==> src/rtl/div_bcd_converter.sv <==
// Binary-to-BCD converter (shift-and-add-3, one bit per clock) fed by the divider's quotient/remainder.
// Latency: START to DONE is WIDTH+1 clocks. Backpressure: START is taken only in IDLE; START while busy or in the DONE cycle is dropped.
// Optional BLANK output (leading-zero blanking) under macro BCD_BLANK_EN.
module div_bcd_converter #(
  parameter int WIDTH  = 5,
  parameter int DIGITS = 2
) (
  input  logic                  CLK,
  input  logic                  RST_N,
  input  logic                  START,
  input  logic [WIDTH-1:0]      BIN,
  output logic                  BUSY,
  output logic                  DONE,
  output logic [4*DIGITS-1:0]   BCD,
  output logic                  OVF
`ifdef BCD_BLANK_EN
  ,
  output logic [DIGITS-1:0]     BLANK
`endif
);

  localparam int CW = $clog2(WIDTH + 1);
  localparam int BW = 4 * DIGITS;

  typedef enum logic [1:0] {
    S_IDLE  = 2'd0,
    S_SHIFT = 2'd1,
    S_FIN   = 2'd2
  } state_t;

  state_t          state_q, state_d;
  logic [CW-1:0]   cnt_q, cnt_d;
  logic [BW-1:0]   dig_q, dig_d;
  logic [WIDTH-1:0] bin_q, bin_d;
  logic            acc_q, acc_d;
  logic [BW-1:0]   bcd_q, bcd_d;
  logic            ovf_q, ovf_d;
  logic [BW-1:0]   adj;
`ifdef BCD_BLANK_EN
  logic [DIGITS-1:0] blank_q, blank_d;
  logic              zero_above;
`endif

  always_comb begin
    adj = dig_q;
    for (int i = 0; i < DIGITS; i++) begin
      if (dig_q[4*i +: 4] >= 4'd5) begin
        adj[4*i +: 4] = dig_q[4*i +: 4] + 4'd3;
      end
    end
  end

  always_comb begin
    state_d = state_q;
    cnt_d   = cnt_q;
    dig_d   = dig_q;
    bin_d   = bin_q;
    acc_d   = acc_q;
    bcd_d   = bcd_q;
    ovf_d   = ovf_q;
`ifdef BCD_BLANK_EN
    blank_d    = blank_q;
    zero_above = 1'b1;
`endif
    case (state_q)
      S_IDLE: begin
        if (START) begin
          bin_d   = BIN;
          dig_d   = '0;
          acc_d   = 1'b0;
          cnt_d   = CW'(WIDTH);
          state_d = S_SHIFT;
        end
      end
      S_SHIFT: begin
        // A bit leaving the top digit is a carry into a digit we do not keep.
        dig_d = {adj[BW-2:0], bin_q[WIDTH-1]};
        bin_d = {bin_q[WIDTH-2:0], 1'b0};
        acc_d = acc_q | adj[BW-1];
        cnt_d = cnt_q - CW'(1);
        if (cnt_q == CW'(1)) begin
          // Result registers load on entry to FIN so they are valid alongside DONE.
          state_d = S_FIN;
          bcd_d   = dig_d;
          ovf_d   = acc_d;
`ifdef BCD_BLANK_EN
          for (int i = DIGITS - 1; i >= 0; i--) begin
            zero_above = zero_above & (dig_d[4*i +: 4] == 4'd0);
            blank_d[i] = zero_above;
          end
          blank_d[0] = 1'b0;
`endif
        end
      end
      S_FIN: begin
        state_d = S_IDLE;
      end
      default: begin
        state_d = S_IDLE;
      end
    endcase
  end

  always_ff @(posedge CLK or negedge RST_N) begin
    if (!RST_N) begin
      state_q <= S_IDLE;
      cnt_q   <= '0;
      dig_q   <= '0;
      bin_q   <= '0;
      acc_q   <= 1'b0;
      bcd_q   <= '0;
      ovf_q   <= 1'b0;
`ifdef BCD_BLANK_EN
      blank_q <= '0;
`endif
    end else begin
      state_q <= state_d;
      cnt_q   <= cnt_d;
      dig_q   <= dig_d;
      bin_q   <= bin_d;
      acc_q   <= acc_d;
      bcd_q   <= bcd_d;
      ovf_q   <= ovf_d;
`ifdef BCD_BLANK_EN
      blank_q <= blank_d;
`endif
    end
  end

  assign BUSY = (state_q == S_SHIFT);
  assign DONE = (state_q == S_FIN);
  assign BCD  = bcd_q;
  assign OVF  = ovf_q;
`ifdef BCD_BLANK_EN
  assign BLANK = blank_q;
`endif

endmodule

==> config.mk <==
export PLATFORM = sky130hd
export DESIGN_NAME = div_bcd_converter
export DESIGN_NICKNAME = d
export VERILOG_FILES = /design/src/rtl/div_bcd_converter.sv
export SDC_FILE = /design/constraint.sdc
export NUM_CORES = 1
export LEC_CHECK = 0
export CAP_MARGIN = 5
export CORE_MARGIN = 2
export CORE_UTILIZATION = 57
export CTS_BUF_LIST = sky130_fd_sc_hd__clkbuf_4 sky130_fd_sc_hd__clkbuf_8 sky130_fd_sc_hd__clkbuf_16
export CTS_CLUSTER_SIZE = 30
export DETAILED_ROUTE_END_ITERATION = 16
export GPL_ROUTABILITY_DRIVEN = 0
export GPL_TIMING_DRIVEN = 1
export PLACE_DENSITY_LB_ADDON = 0.12
export SYNTH_ARGS = -nofsm -noshare
export SYNTH_HDL_FRONTEND = slang
export SYNTH_SLANG_ARGS = --single-unit
==> constraint.sdc <==
create_clock -name CLK -period 3.4 [get_ports CLK]
set_input_delay 0.34 -clock CLK [delete_from_list [all_inputs] [get_ports CLK]]
set_output_delay 0.34 -clock CLK [all_outputs]
set_load 0.02 [all_outputs]
Word-level counts from Yosys, hierarchy flattened
Index checks and enable logic that the tools add are counted.
{"block": "op_classes", "addsub": 3, "n_lt_le_gt_ge": 2, "eq_ne": 5, "n_mux": 13, "n_bitwise": 1, "reduce_logical": 5}
{"operator": "$pmux 8 s2", "count": 1}
{"operator": "$pmux 5 s2", "count": 1}
{"operator": "$add 4x2->4 const B", "count": 2}
{"operator": "$ge 4x3->1 const B", "count": 2}
{"operator": "$mux 4", "count": 2}
{"operator": "$mux 8", "count": 1}
{"operator": "$pmux 3 s2", "count": 1}
{"operator": "$reduce_and 2->1", "count": 3}
{"operator": "$mux 5", "count": 1}
{"operator": "$mux 2", "count": 2}
{"operator": "$pmux 2 s2", "count": 1}
{"operator": "$eq 3x1->1 const B", "count": 1}
{"operator": "$mux 3", "count": 1}
{"operator": "$sub 3x1->3 const B", "count": 1}
{"operator": "$eq 2x1->1 const B", "count": 1}
{"operator": "$eq 2x2->1 const B", "count": 1}
{"operator": "$logic_not 2->1", "count": 1}
{"operator": "$ne 2x1->1 const B", "count": 1}
{"operator": "$ne 2x2->1 const B", "count": 1}
{"operator": "$pmux 1 s2", "count": 1}
{"operator": "$reduce_bool 2->1", "count": 1}
{"operator": "$mux 1", "count": 1}
{"operator": "$or 1x1->1", "count": 1}
{"block": "word_totals", "regBits": 28, "output_inout_bits": 11, "word_cells": 36}

Logic depth before layout (Yosys ltp)
Gate-level depths: netlist of the first run.
{"block": "logic_depth", "ltp_word": 4, "ltp_mapped": 7}

Worst setup path after synthesis of the first run
No wires, ideal clock.
{"block": "synth_timing", "path_type": "register to register", "from": "register dig_q[0]", "to": "register dig_q[2]", "setup_ns": 0.083, "arrival_ns": 1.399, "t_required_ns": 3.317, "path_slack_ns": 1.918, "path_stages_with_launch": 7, "path_buffers": 0, "path_cell_list": "dfrtp_1 inv_1 ha_1 nand2b_1 a21oi_1 mux2_2 o21ai_0"}
{"block": "synth_between", "elab_chain_cells": 3, "word_cells_on_any_way": 4, "classes_between": "add/sub: 1; order compare: 1; mux: 2"}
{"element": "from (decl)", "line_no": "33", "text": "logic [BW-1:0] dig_q, dig_d;"}
{"element": "from (signal assigned)", "line_no": "119", "text": "dig_q <= dig_d;"}
{"element": "$add 4x2->4 / $ge 4x3->1 (equally long branches)", "line_no": "48, 47"}
{"element": "$mux 4 (*)", "line_no": "47", "text": "if (dig_q[4*i +: 4] >= 4'd5) begin"}
{"element": "$pmux 8 s2 (*)", "line_no": "65", "text": "case (state_q)"}
Every way passes the cells marked *; elsewhere a longest branch is shown, timed or not.
A chain may end at the register's enable or synchronous reset.

Worst setup path after layout of the first run
{"block": "layout_timing", "from": "register state_q[0]", "to": "output port BUSY"}
{"block": "layout_between", "elab_chain_cells": 1}
{"element": "from (decl)", "line_no": "31", "text": "state_t state_q, state_d;"}
{"element": "from (signal assigned)", "line_no": "117", "text": "state_q <= state_d;"}
{"element": "$eq 2x1->1", "line_no": "130", "text": "assign BUSY = (state_q == S_SHIFT);"}
{"element": "to (decl)", "line_no": "12", "text": "output logic BUSY,"}
No other way between the ends.

==> results of run 1 <==
[worst min-delay path by stage]
stage | to | cells after the start
after floorplan | BCD[0]$_DFFE_PN0P_ | 0
after global placement | BCD[0]$_DFFE_PN0P_ | 2
after detailed placement | BCD[1]$_DFFE_PN0P_ | 2
after CTS | BCD[2]$_DFFE_PN0P_ | 2
after global routing | BCD[2]$_DFFE_PN0P_ | 2
final | BCD[2]$_DFFE_PN0P_ | 2
[layout make-up]
type / count / area (um2)
Sequential cell: 28 / 700.7
Fill cell: 189 / 653.1
Multi-Input combinational cell: 95 / 560.5
Timing Repair Buffer: 19 / 187.7
Inverter: 10 / 38.79
Clock buffer: 4 / 36.28
Tap cell: 28 / 35.03
[power groups by stage]
stage               clock network, mW  logic, mW  registers (mW)
finish                          0.159      0.670           0.598
global route                    0.175      0.755           0.620
CTS                             0.164      0.680           0.596
detailed placement                  0      0.678           0.604
global placement                    0      0.638           0.594
floorplan                           0      0.433           0.616
[layer usage]
layer  up-vias  share of wire (%)  GRT usage (%)
li1        503                  -              -
met1       484                 43          24.15
met2        25                 52          38.54
met3         2                4.7          4.000
met4         0               0.36          5.556
met5         -                  0              0
[sequential cells by signal, indices dropped and copies added, names as in the netlist]
signal / count
BCD: 8
dig_q: 8
cnt_q: 3
bin_q: 5
OVF: 1
acc_q: 1
state_q: 2
[kinds of logic (layout without fill, tap and decap cells)]
group	Yosys count	after routing	synth area share (%)
AND/OR/NAND/NOR	44	44	15.98
AO/OA/AOI/OAI	41	41	17.48
flip-flops	28	28	52.63
buffers and inverters	15	33	5.263
adder cells (fa/ha/maj)	6	6	5.639
XOR/XNOR	2	2	1.316
multiplexers	2	2	1.692
[worst max-delay path, stage by stage (launching register included)]
cell and delay (ps):
dfrtp_1 650, nand2b_1 310, inv_2 140, clkdlybuf4s50_1 610
[layout by cell type (no fill, tap or decap), drive strengths merged]
master	netlist	routed
a21oi	8	8
a22o	2	2
a22oi	2	2
a2bb2oi	3	3
a31oi	1	1
buf	3	1
clkbuf	2	4
clkdlybuf4s50	0	18
clkinv	1	1
dfrtp	28	28
ha	6	6
inv	9	9
mux2	2	2
nand2	25	25
nand2b	4	4
nand3b	1	1
nor2	5	5
nor2b	3	3
nor3b	5	5
o21ai	24	24
o21bai	1	1
or3b	1	1
xnor2	2	2
[metrics by stage]
| stage | area, um2 | std cells | hold WS, ps | power, mW | worst slack [ps] |
|---|---|---|---|---|---|
| after floorplan | 1331 | 138 | 44.41 | 1.049 | 1918 |
| final | 1559 | 184 | 366.9 | 1.426 | 1032 |
| after global routing | 1559 | 184 | 406.6 | 1.550 | 872.1 |
| after global placement | 1523 | 180 | 460.5 | 1.232 | 1387 |
| after detailed placement | 1523 | 180 | 469.0 | 1.281 | 1370 |
| after CTS | 1559 | 184 | 374.6 | 1.440 | 1002 |
==> load_flow_metrics.sql, run 1 <==
INSERT INTO impl_metrics (metric_group, metric, value, unit) VALUES
('drt', 'residual_drc', '0', ''),
('finish', 'share_of_cells_above_drive_strength_1', '7.051', '%'),
('floorplanning', 'dieWidth', '52.33', 'um'),
('job', 'max_cap_viol_count', '0', ''),
('cts', 'clk_pin_slew', '140', 'ps'),
('cts', 'clock_tree.buffer_depth', '2', ''),
('outcome', 'outcome', 'completed', ''),
('power_and_ir_drop', 'swShare', '40.96', '%'),
('floorplanning', 'fp.dieH', '52.33', 'um'),
('synthesis', 'yosys_most_used_dff', 'dfrtp_1', ''),
('floorplanning', 'fp.dieArea', '0.002738', 'mm2'),
('grt', 'via_count_of_the_first_global_routing_pass', '1018', ''),
('synthesis', 'synth-edff-count', '0', ''),
('power_and_ir_drop', 'power.ir.vdd_worst', '607.0', 'uV'),
('grt', 'grt-ovfl-total', '0', ''),
('setup_path', 'worstPathMaxFanout', '16', ''),
('setup_path', 'rr_startpoint', 'state_q[0]$_DFFE_PN0P_', ''),
('sta', 'grt_setup_unrepaired', 'no', ''),
('synthesis', 'synthDistinctLibCells', '27', ''),
('setup_path', 'worst_setup_path_start_kind', 'flop', ''),
('cts', 'root_buffer', 'clkbuf_4', ''),
('finish', 'nets', '171', ''),
('grt', 'gr-usage-all-layers', '20.78', '%'),
('grt', 'grt_first_pass_wirelength', '4.236', 'mm'),
('setup_path', 'capturing_element_type_of_the_critical_path', 'primary output', ''),
('power_and_ir_drop', 'internal-power', '841.9', 'uW'),
('cts', 'worstSkewPairLatency', '320', 'ps'),
('synthesis', 'netlist.top_cell.by_area', 'dfrtp_1', ''),
('synthesis', 'post_synth_main_area_contributors', 'dfrtp_1 (53%), o21ai_0 (7.5%), nand2_1 (6.8%), ha_1 (5.6%), a21oi_1 (3.0%)', ''),
('finish', 'finalCoreUtilization', '70.48', '%'),
('sta', 'slew_viol_final', '0', ''),
('floorplanning', 'ios', '19', ''),
('power_and_ir_drop', 'cellPowerDensity', '914.8', 'mW/mm2'),
('setup_path', 'cells_on_worst_reg2reg_path', '3', ''),
('cts', 'cts_hold_buf', '0', ''),
('placement', 'hpwlAfterDp', '1.896', 'mm'),
('power_and_ir_drop', 'pwr-share-seq', '41.9', '%'),
('sta', 'relSlewSlack', '28.03', '%'),
('sta', 'layout_min_cycle_time', '2368', 'ps'),
('floorplanning', 'starting_utilization_of_the_core_area', '60.18', '%'),
('drt', 'drt-pass1-iter-count', '4', ''),
('synthesis', 'synth_warnings', '0', ''),
('setup_path', 'rrSetupSlack', '1520', 'ps'),
('sta', 'setup_viol', '0', ''),
('placement', 'numPortBuffers', '18', ''),
('sta', 'hold_violations', '0', ''),
('synthesis', 'synthMostInstantiatedCell', 'dfrtp_1', ''),
('finish', 'synthToLayoutAreaGrowth', '17.11', '%'),
('grt', 'antenna_found_initial', '0', ''),
('cts', 'cts.sinks', '28', ''),
('setup_path', 'setup.worst_path.class', 'reg -> out', ''),
('synthesis', 'post_synth_inst_count', '138', ''),
('finish', 'antenna_cells_inserted', '0', ''),
('drt', 'wirelength', '2.504', 'mm'),
('drt', 'avgViaCountPerCell', '5.511', ''),
('synthesis', 'synth-seq-area-share', '52.63', '%'),
('setup_path', 'cp-startpoint', 'state_q[0]$_DFFE_PN0P_', ''),
('power_and_ir_drop', 'combinationalPowerShare', '47.0', '%'),
('floorplanning', 'core', '0.002212', 'mm2'),
('drt', 'drt-initial-drc-count', '24', ''),
('synthesis', 'synth_top_cell_area_share', '52.63', '%'),
('hold_path', 'path_type_of_the_worst_min_delay_path', 'in -> async', ''),
('power_and_ir_drop', 'switchingPower', '584.2', 'uW'),
('sta', 'post-route-period-util', '69.66', '%'),
('sta', 'worst-slew-pin-transition', '1077', 'ps'),
('setup_path', 'required', '3060', 'ps'),
('drt', 'detail-route-antenna-nets', '0', ''),
('cts', 'post_cts_setup_inserts', '0', ''),
('grt', 'grt_start_max_net_pins', '29', ''),
('cts', 'tritoncts', 'built', ''),
('synthesis', 'ys_ff_latch', '28', '');
(Power assumes the default switching activity.)
==> inputs of run 2 (changes only) <==
CORE_UTILIZATION = 48   (was 57)
clock period = 2.08 ns   (was 3.4 ns; I/O delays follow)
==> load_flow_metrics.sql, run 2 (synthesis gave the netlist of run 1 again) <==
INSERT INTO impl_metrics (metric_group, metric, value, unit) VALUES
('outcome', 'outcome', 'completed', ''),
('finish', 'final_instance_area', '0.001593', 'mm2'),
('grt', 'antenna_found_initial', '0', ''),
('setup_path', 'required', '1870', 'ps'),
('cts', 'tritoncts', 'built', ''),
('finish', 'nets', '175', ''),
('cts', 'cts_htree_levels', '1', ''),
('setup_path', 'slowest_delay', '600', 'ps'),
('placement', 'place_area', '0.001556', 'mm2'),
('setup_path', 'critical_path.cell_chain', 'nand2b_1 -> inv_2 -> clkdlybuf4s50_1', ''),
('setup_path', 'critPathSlowestCell', 'clkdlybuf4s50_1', ''),
('finish', 'post_layout_nonfiller_instances', '191', ''),
('power_and_ir_drop', 'power_leakage', '0.7076', 'nW'),
('placement', 'dp_slack', '394.2', 'ps'),
('setup_path', 'worst_setup_path_start_kind', 'flop', ''),
('placement', 'hpwlAfterDp', '1.796', 'mm'),
('sta', 'grt_setup_unrepaired', 'no', ''),
('power_and_ir_drop', 'power', '2.370', 'mW'),
('grt', 'grt-ovfl-total', '0', ''),
('sta', 'hold_violations', '0', ''),
('drt', 'post_drt_wl_per_cell', '12.98', 'um'),
('drt', 'residual_drc', '0', ''),
('sta', 'skew', '1.742', 'ps'),
('floorplanning', 'dieWidth', '56.67', 'um'),
('sta', 'postLayoutSetupSlackWorst', '135.8', 'ps'),
('floorplanning', 'fp-row-count', '19', ''),
('sta', 'fmaxAchievable', '514.4', 'MHz'),
('drt', 'routed-via-count', '986', ''),
('placement', 'placedCellCount', '187', ''),
('cts', 'cts.sinks', '28', ''),
('placement', 'numPortBuffers', '18', ''),
('setup_path', 'capturing_element_type_of_the_critical_path', 'primary output', ''),
('power_and_ir_drop', 'cellPowerDensity', '1488', 'mW/mm2'),
('floorplanning', 'fp.dieH', '56.67', 'um'),
('finish', 'share_of_cells_above_drive_strength_1', '9.375', '%'),
('floorplanning', 'core', '0.002686', 'mm2'),
('finish', 'antenna_cells_inserted', '0', ''),
('drt', 'drt-pass1-iter-count', '4', ''),
('floorplanning', 'ios', '19', ''),
('cts', 'cts_hold_buf', '0', ''),
('drt', 'drt-initial-drc-count', '28', ''),
('hold_path', 'path_type_of_the_worst_min_delay_path', 'in -> async', ''),
('sta', 'worst-slew-pin-transition', '352.9', 'ps'),
('grt', 'via_count_of_the_first_global_routing_pass', '987', ''),
('grt', 'gr-usage-all-layers', '17.45', '%'),
('finish', 'layout.cells.most_common', 'dfrtp_1', ''),
('cts', 'cts.repair.resized', '0', ''),
('finish', 'fillers', '233', ''),
('sta', 'finalHoldWorstSlack', '232.0', 'ps'),
('setup_path', 'arrival', '1740', 'ps'),
('setup_path', 'setup.worst_path.class', 'reg -> out', ''),
('sta', 'setup_total_negative_slack', '0', 'ps'),
('job', 'max_cap_viol_count', '0', ''),
('power_and_ir_drop', 'power.ir.vdd_worst', '782.2', 'uV'),
('cts', 'root_buffer', 'clkbuf_4', ''),
('grt', 'grt_first_pass_wirelength', '4.381', 'mm'),
('cts', 'post_cts_setup_inserts', '0', ''),
('finish', 'finalCoreUtilization', '59.29', '%'),
('drt', 'avgViaCountPerCell', '5.162', ''),
('floorplanning', 'starting_utilization_of_the_core_area', '49.56', '%'),
('sta', 'post-route-period-util', '93.47', '%'),
('cts', 'clk_pin_slew', '150', 'ps'),
('cts', 'clock_tree.buffer_depth', '2', ''),
('sta', 'setup_viol', '0', ''),
('setup_path', 'worstPathMaxFanout', '12', ''),
('drt', 'detail-route-antenna-nets', '0', ''),
('floorplanning', 'fp.dieArea', '0.003211', 'mm2'),
('sta', 'layout_min_cycle_time', '1944', 'ps'),
('finish', 'commonest_cells_after_routing_fill_and_taps_aside', 'dfrtp_1 (28), nand2_1 (24), o21ai_0 (20)', ''),
('sta', 'relSlewSlack', '76.48', '%'),
('finish', 'synthToLayoutAreaGrowth', '19.64', '%'),
('sta', 'slew_viol_final', '0', ''),
('drt', 'wirelength', '2.480', 'mm'),
('cts', 'worstSkewPairLatency', '320', 'ps'),
('cts', 'tritoncts.num_buffers', '3', ''),
('grt', 'grt_start_max_net_pins', '29', '');
-- run 2: changes by cell type in the layout (fill, tap and decap cells not counted) --
cell	previous run	this run
buf_4	1	5
-- run 2: final cells by class --
cell class / instances / area, um2 / area share, %
sequential: 28 / 700.7 / 43.99
multi-input combinational: 95 / 560.5 / 35.19
timing repair buffer: 23 / 217.7 / 13.67
inverter: 10 / 38.79 / 2.435
tap: 31 / 38.79 / 2.435
clock buffer: 4 / 36.28 / 2.278
-- run 2: routing by layer --
layer,global-route usage (%),wire length (um),vias to the layer above
li1,-,-,509
met1,21.06,1108,453
met2,31.40,1247,20
met3,2.535,89,4
met4,6.122,34,0
met5,0,0,-
-- run 2: path summary, 6_finish.rpt --
kind	startpoint	to	slack [ps]	cells after the start
worst max-delay path	state_q[1]$_DFFE_PN0P_	BUSY	140	3
worst min-delay path	RST_N	BCD[1]$_DFFE_PN0P_	230	2
worst max register to register	dig_q[4]$_DFFE_PN0P_	dig_q[6]$_DFFE_PN0P_	410	6
worst min register to register	BCD[1]$_DFFE_PN0P_	BCD[1]$_DFFE_PN0P_	500	2
max in group asynchronous	RST_N	bin_q[1]$_DFFE_PN0P_	1590	2
min in group CLK	BCD[1]$_DFFE_PN0P_	BCD[1]$_DFFE_PN0P_	500	2
-- run 2: report_power, final --
part           internal, mW  total, mW  switching (mW)
logic                 0.537       1.16           0.623
registers             0.773      0.946           0.173
clock network         0.107      0.265           0.157
-- run 2: worst max-delay path: cells and delay by family, from the launching register on --
family,cells,cell delay [ps]
flip-flops,1,510
AND/OR/NAND/NOR,1,220
buffers and inverters,2,680
==> inputs of run 3 (changes only) <==
CORE_MARGIN = not set   (was 2)
MAX_ROUTING_LAYER = met4   (was not set)
==> load_flow_metrics.sql, run 3 (synthesis gave the netlist of run 1 again) <==
INSERT INTO impl_metrics (metric_group, metric, value, unit) VALUES
('sta', 'grt_setup_unrepaired', 'no', ''),
('setup_path', 'setup.worst_path.class', 'reg -> out', ''),
('sta', 'relSlewSlack', '76.97', '%'),
('placement', 'place_area', '0.001563', 'mm2'),
('drt', 'routed-via-count', '1032', ''),
('placement', 'numPortBuffers', '18', ''),
('outcome', 'outcome', 'completed', ''),
('floorplanning', 'dieWidth', '54.67', 'um'),
('cts', 'cts.sinks', '28', ''),
('grt', 'grt-ovfl-total', '0', ''),
('grt', 'gr-usage-all-layers', '21.54', '%'),
('floorplanning', 'fp.dieH', '54.67', 'um'),
('finish', 'commonest_cells_after_routing_fill_and_taps_aside', 'dfrtp_1 (28), nand2_1 (24), o21ai_0 (20)', ''),
('setup_path', 'rrSetupSlack', '420', 'ps'),
('sta', 'setup_total_negative_slack', '0', 'ps'),
('drt', 'avgViaCountPerCell', '5.432', ''),
('sta', 'finalHoldWorstSlack', '236.6', 'ps'),
('finish', 'share_of_cells_above_drive_strength_1', '10.00', '%'),
('finish', 'post_layout_nonfiller_instances', '190', ''),
('cts', 'tritoncts.num_buffers', '3', ''),
('setup_path', 'rr_endpoint', 'dig_q[2]$_DFFE_PN0P_', ''),
('cts', 'clk_pin_slew', '140', 'ps'),
('cts', 'clock_tree.buffer_depth', '2', ''),
('floorplanning', 'fp-row-count', '18', ''),
('drt', 'drt-pass1-iter-count', '4', ''),
('grt', 'grt_start_max_net_pins', '29', ''),
('hold_path', 'path_type_of_the_worst_min_delay_path', 'in -> async', ''),
('setup_path', 'capturing_element_type_of_the_critical_path', 'primary output', ''),
('finish', 'layout.cells.most_common', 'dfrtp_1', ''),
('drt', 'wirelength', '2.549', 'mm'),
('sta', 'skew', '4.102', 'ps'),
('finish', 'nets', '176', ''),
('grt', 'grt_first_pass_wirelength', '4.326', 'mm'),
('setup_path', 'worst_setup_path_start_kind', 'flop', ''),
('drt', 'drt-initial-drc-count', '8', ''),
('setup_path', 'cells_on_worst_reg2reg_path', '6', ''),
('grt', 'via_count_of_the_first_global_routing_pass', '983', ''),
('drt', 'residual_drc', '0', ''),
('drt', 'post_drt_wl_per_cell', '13.42', 'um'),
('sta', 'setup_viol', '0', ''),
('sta', 'hold_violations', '0', ''),
('setup_path', 'arrival', '1740', 'ps'),
('cts', 'cts_htree_levels', '1', ''),
('finish', 'synthToLayoutAreaGrowth', '19.27', '%'),
('cts', 'root_buffer', 'clkbuf_4', ''),
('finish', 'final_instance_area', '0.001588', 'mm2'),
('sta', 'worst-slew-pin-transition', '345.5', 'ps'),
('floorplanning', 'core', '0.002545', 'mm2'),
('setup_path', 'rr_startpoint', 'dig_q[0]$_DFFE_PN0P_', ''),
('sta', 'slew_viol_final', '0', ''),
('setup_path', 'worstPathMaxFanout', '9', ''),
('finish', 'fillers', '232', ''),
('finish', 'antenna_cells_inserted', '0', ''),
('floorplanning', 'fp.dieArea', '0.002988', 'mm2'),
('placement', 'placedCellCount', '187', ''),
('power_and_ir_drop', 'cellPowerDensity', '1479', 'mW/mm2'),
('setup_path', 'required', '1870', 'ps'),
('floorplanning', 'ios', '19', ''),
('sta', 'layout_min_cycle_time', '1945', 'ps'),
('grt', 'antenna_found_initial', '0', ''),
('cts', 'worstSkewPairLatency', '320', 'ps'),
('job', 'max_cap_viol_count', '0', ''),
('floorplanning', 'starting_utilization_of_the_core_area', '52.31', '%'),
('drt', 'detail-route-antenna-nets', '0', ''),
('power_and_ir_drop', 'power_leakage', '0.7048', 'nW'),
('power_and_ir_drop', 'power.ir.vdd_worst', '831.2', 'uV'),
('sta', 'fmaxAchievable', '514.1', 'MHz'),
('sta', 'post-route-period-util', '93.51', '%'),
('power_and_ir_drop', 'power', '2.348', 'mW'),
('cts', 'tritoncts', 'built', ''),
('placement', 'hpwlAfterDp', '1.885', 'mm');
## run 3: how the worst max path moves through the flow
stage / endpoint / from / slack, ps / cells after the start
2_1_floorplan: dig_q[2]$_DFFE_PN0P_ / dig_q[0]$_DFFE_PN0P_ / 600 / 6
3_3_place_gp: BUSY / state_q[1]$_DFFE_PN0P_ / 420 / 3
3_5_place_dp: BUSY / state_q[1]$_DFFE_PN0P_ / 410 / 3
4_1_cts: BUSY / state_q[1]$_DFFE_PN0P_ / 20 / 3
5_1_grt: BUSY / state_q[1]$_DFFE_PN0P_ / 60 / 3
6_report: BUSY / state_q[1]$_DFFE_PN0P_ / 130 / 3
## run 3: critical path: stages, from the launching register on
cell             delay (ps)
dfrtp_1                 400
nand2b_2                280
inv_2                   130
clkdlybuf4s50_1         610
## run 3: metrics by stage
stage / utilization (%) / worst slack, ps
2_1_floorplan: - / 597.9
4_1_cts: 62.29 / 20.25
3_5_place_dp: 61.41 / 405.5
5_1_grt: 62.39 / 63.14
3_3_place_gp: 61.41 / 422.9
6_report: 62.39 / 134.9
## run 3: power breakdown
group	internal [mW]	switching (mW)	leakage, nW	total [mW]
Clock	0.0679	0.149	0.0138	0.216
Sequential	0.773	0.153	0.350	0.926
Combinational	0.543	0.662	0.341	1.20
## run 3: repair_timing
action	CTS	global route
hold buffers	0	0
resized for setup	0	1
setup buffers	0	0
setup endpoints to repair	0	1
## run 3: layout make-up
cell class	count	area [um2]	area share, %
clock buffers	3	22.52	1.418
well taps	30	37.54	2.364
repair buffers	24	225.2	14.18
inverters	10	38.79	2.443
flip-flops and latches	28	700.7	44.13
multi-input cells	95	563.0	35.46
## run 3: routing by layer
metal	GRT usage [%]	part of all wire [%]	vias up	wire length (um)
met5	-	0	-	0
met3	3.333	3.8	2	98
li1	-	-	511	-
met1	26.32	45	499	1141
met4	8.547	0.59	0	15
met2	35.34	51	20	1294
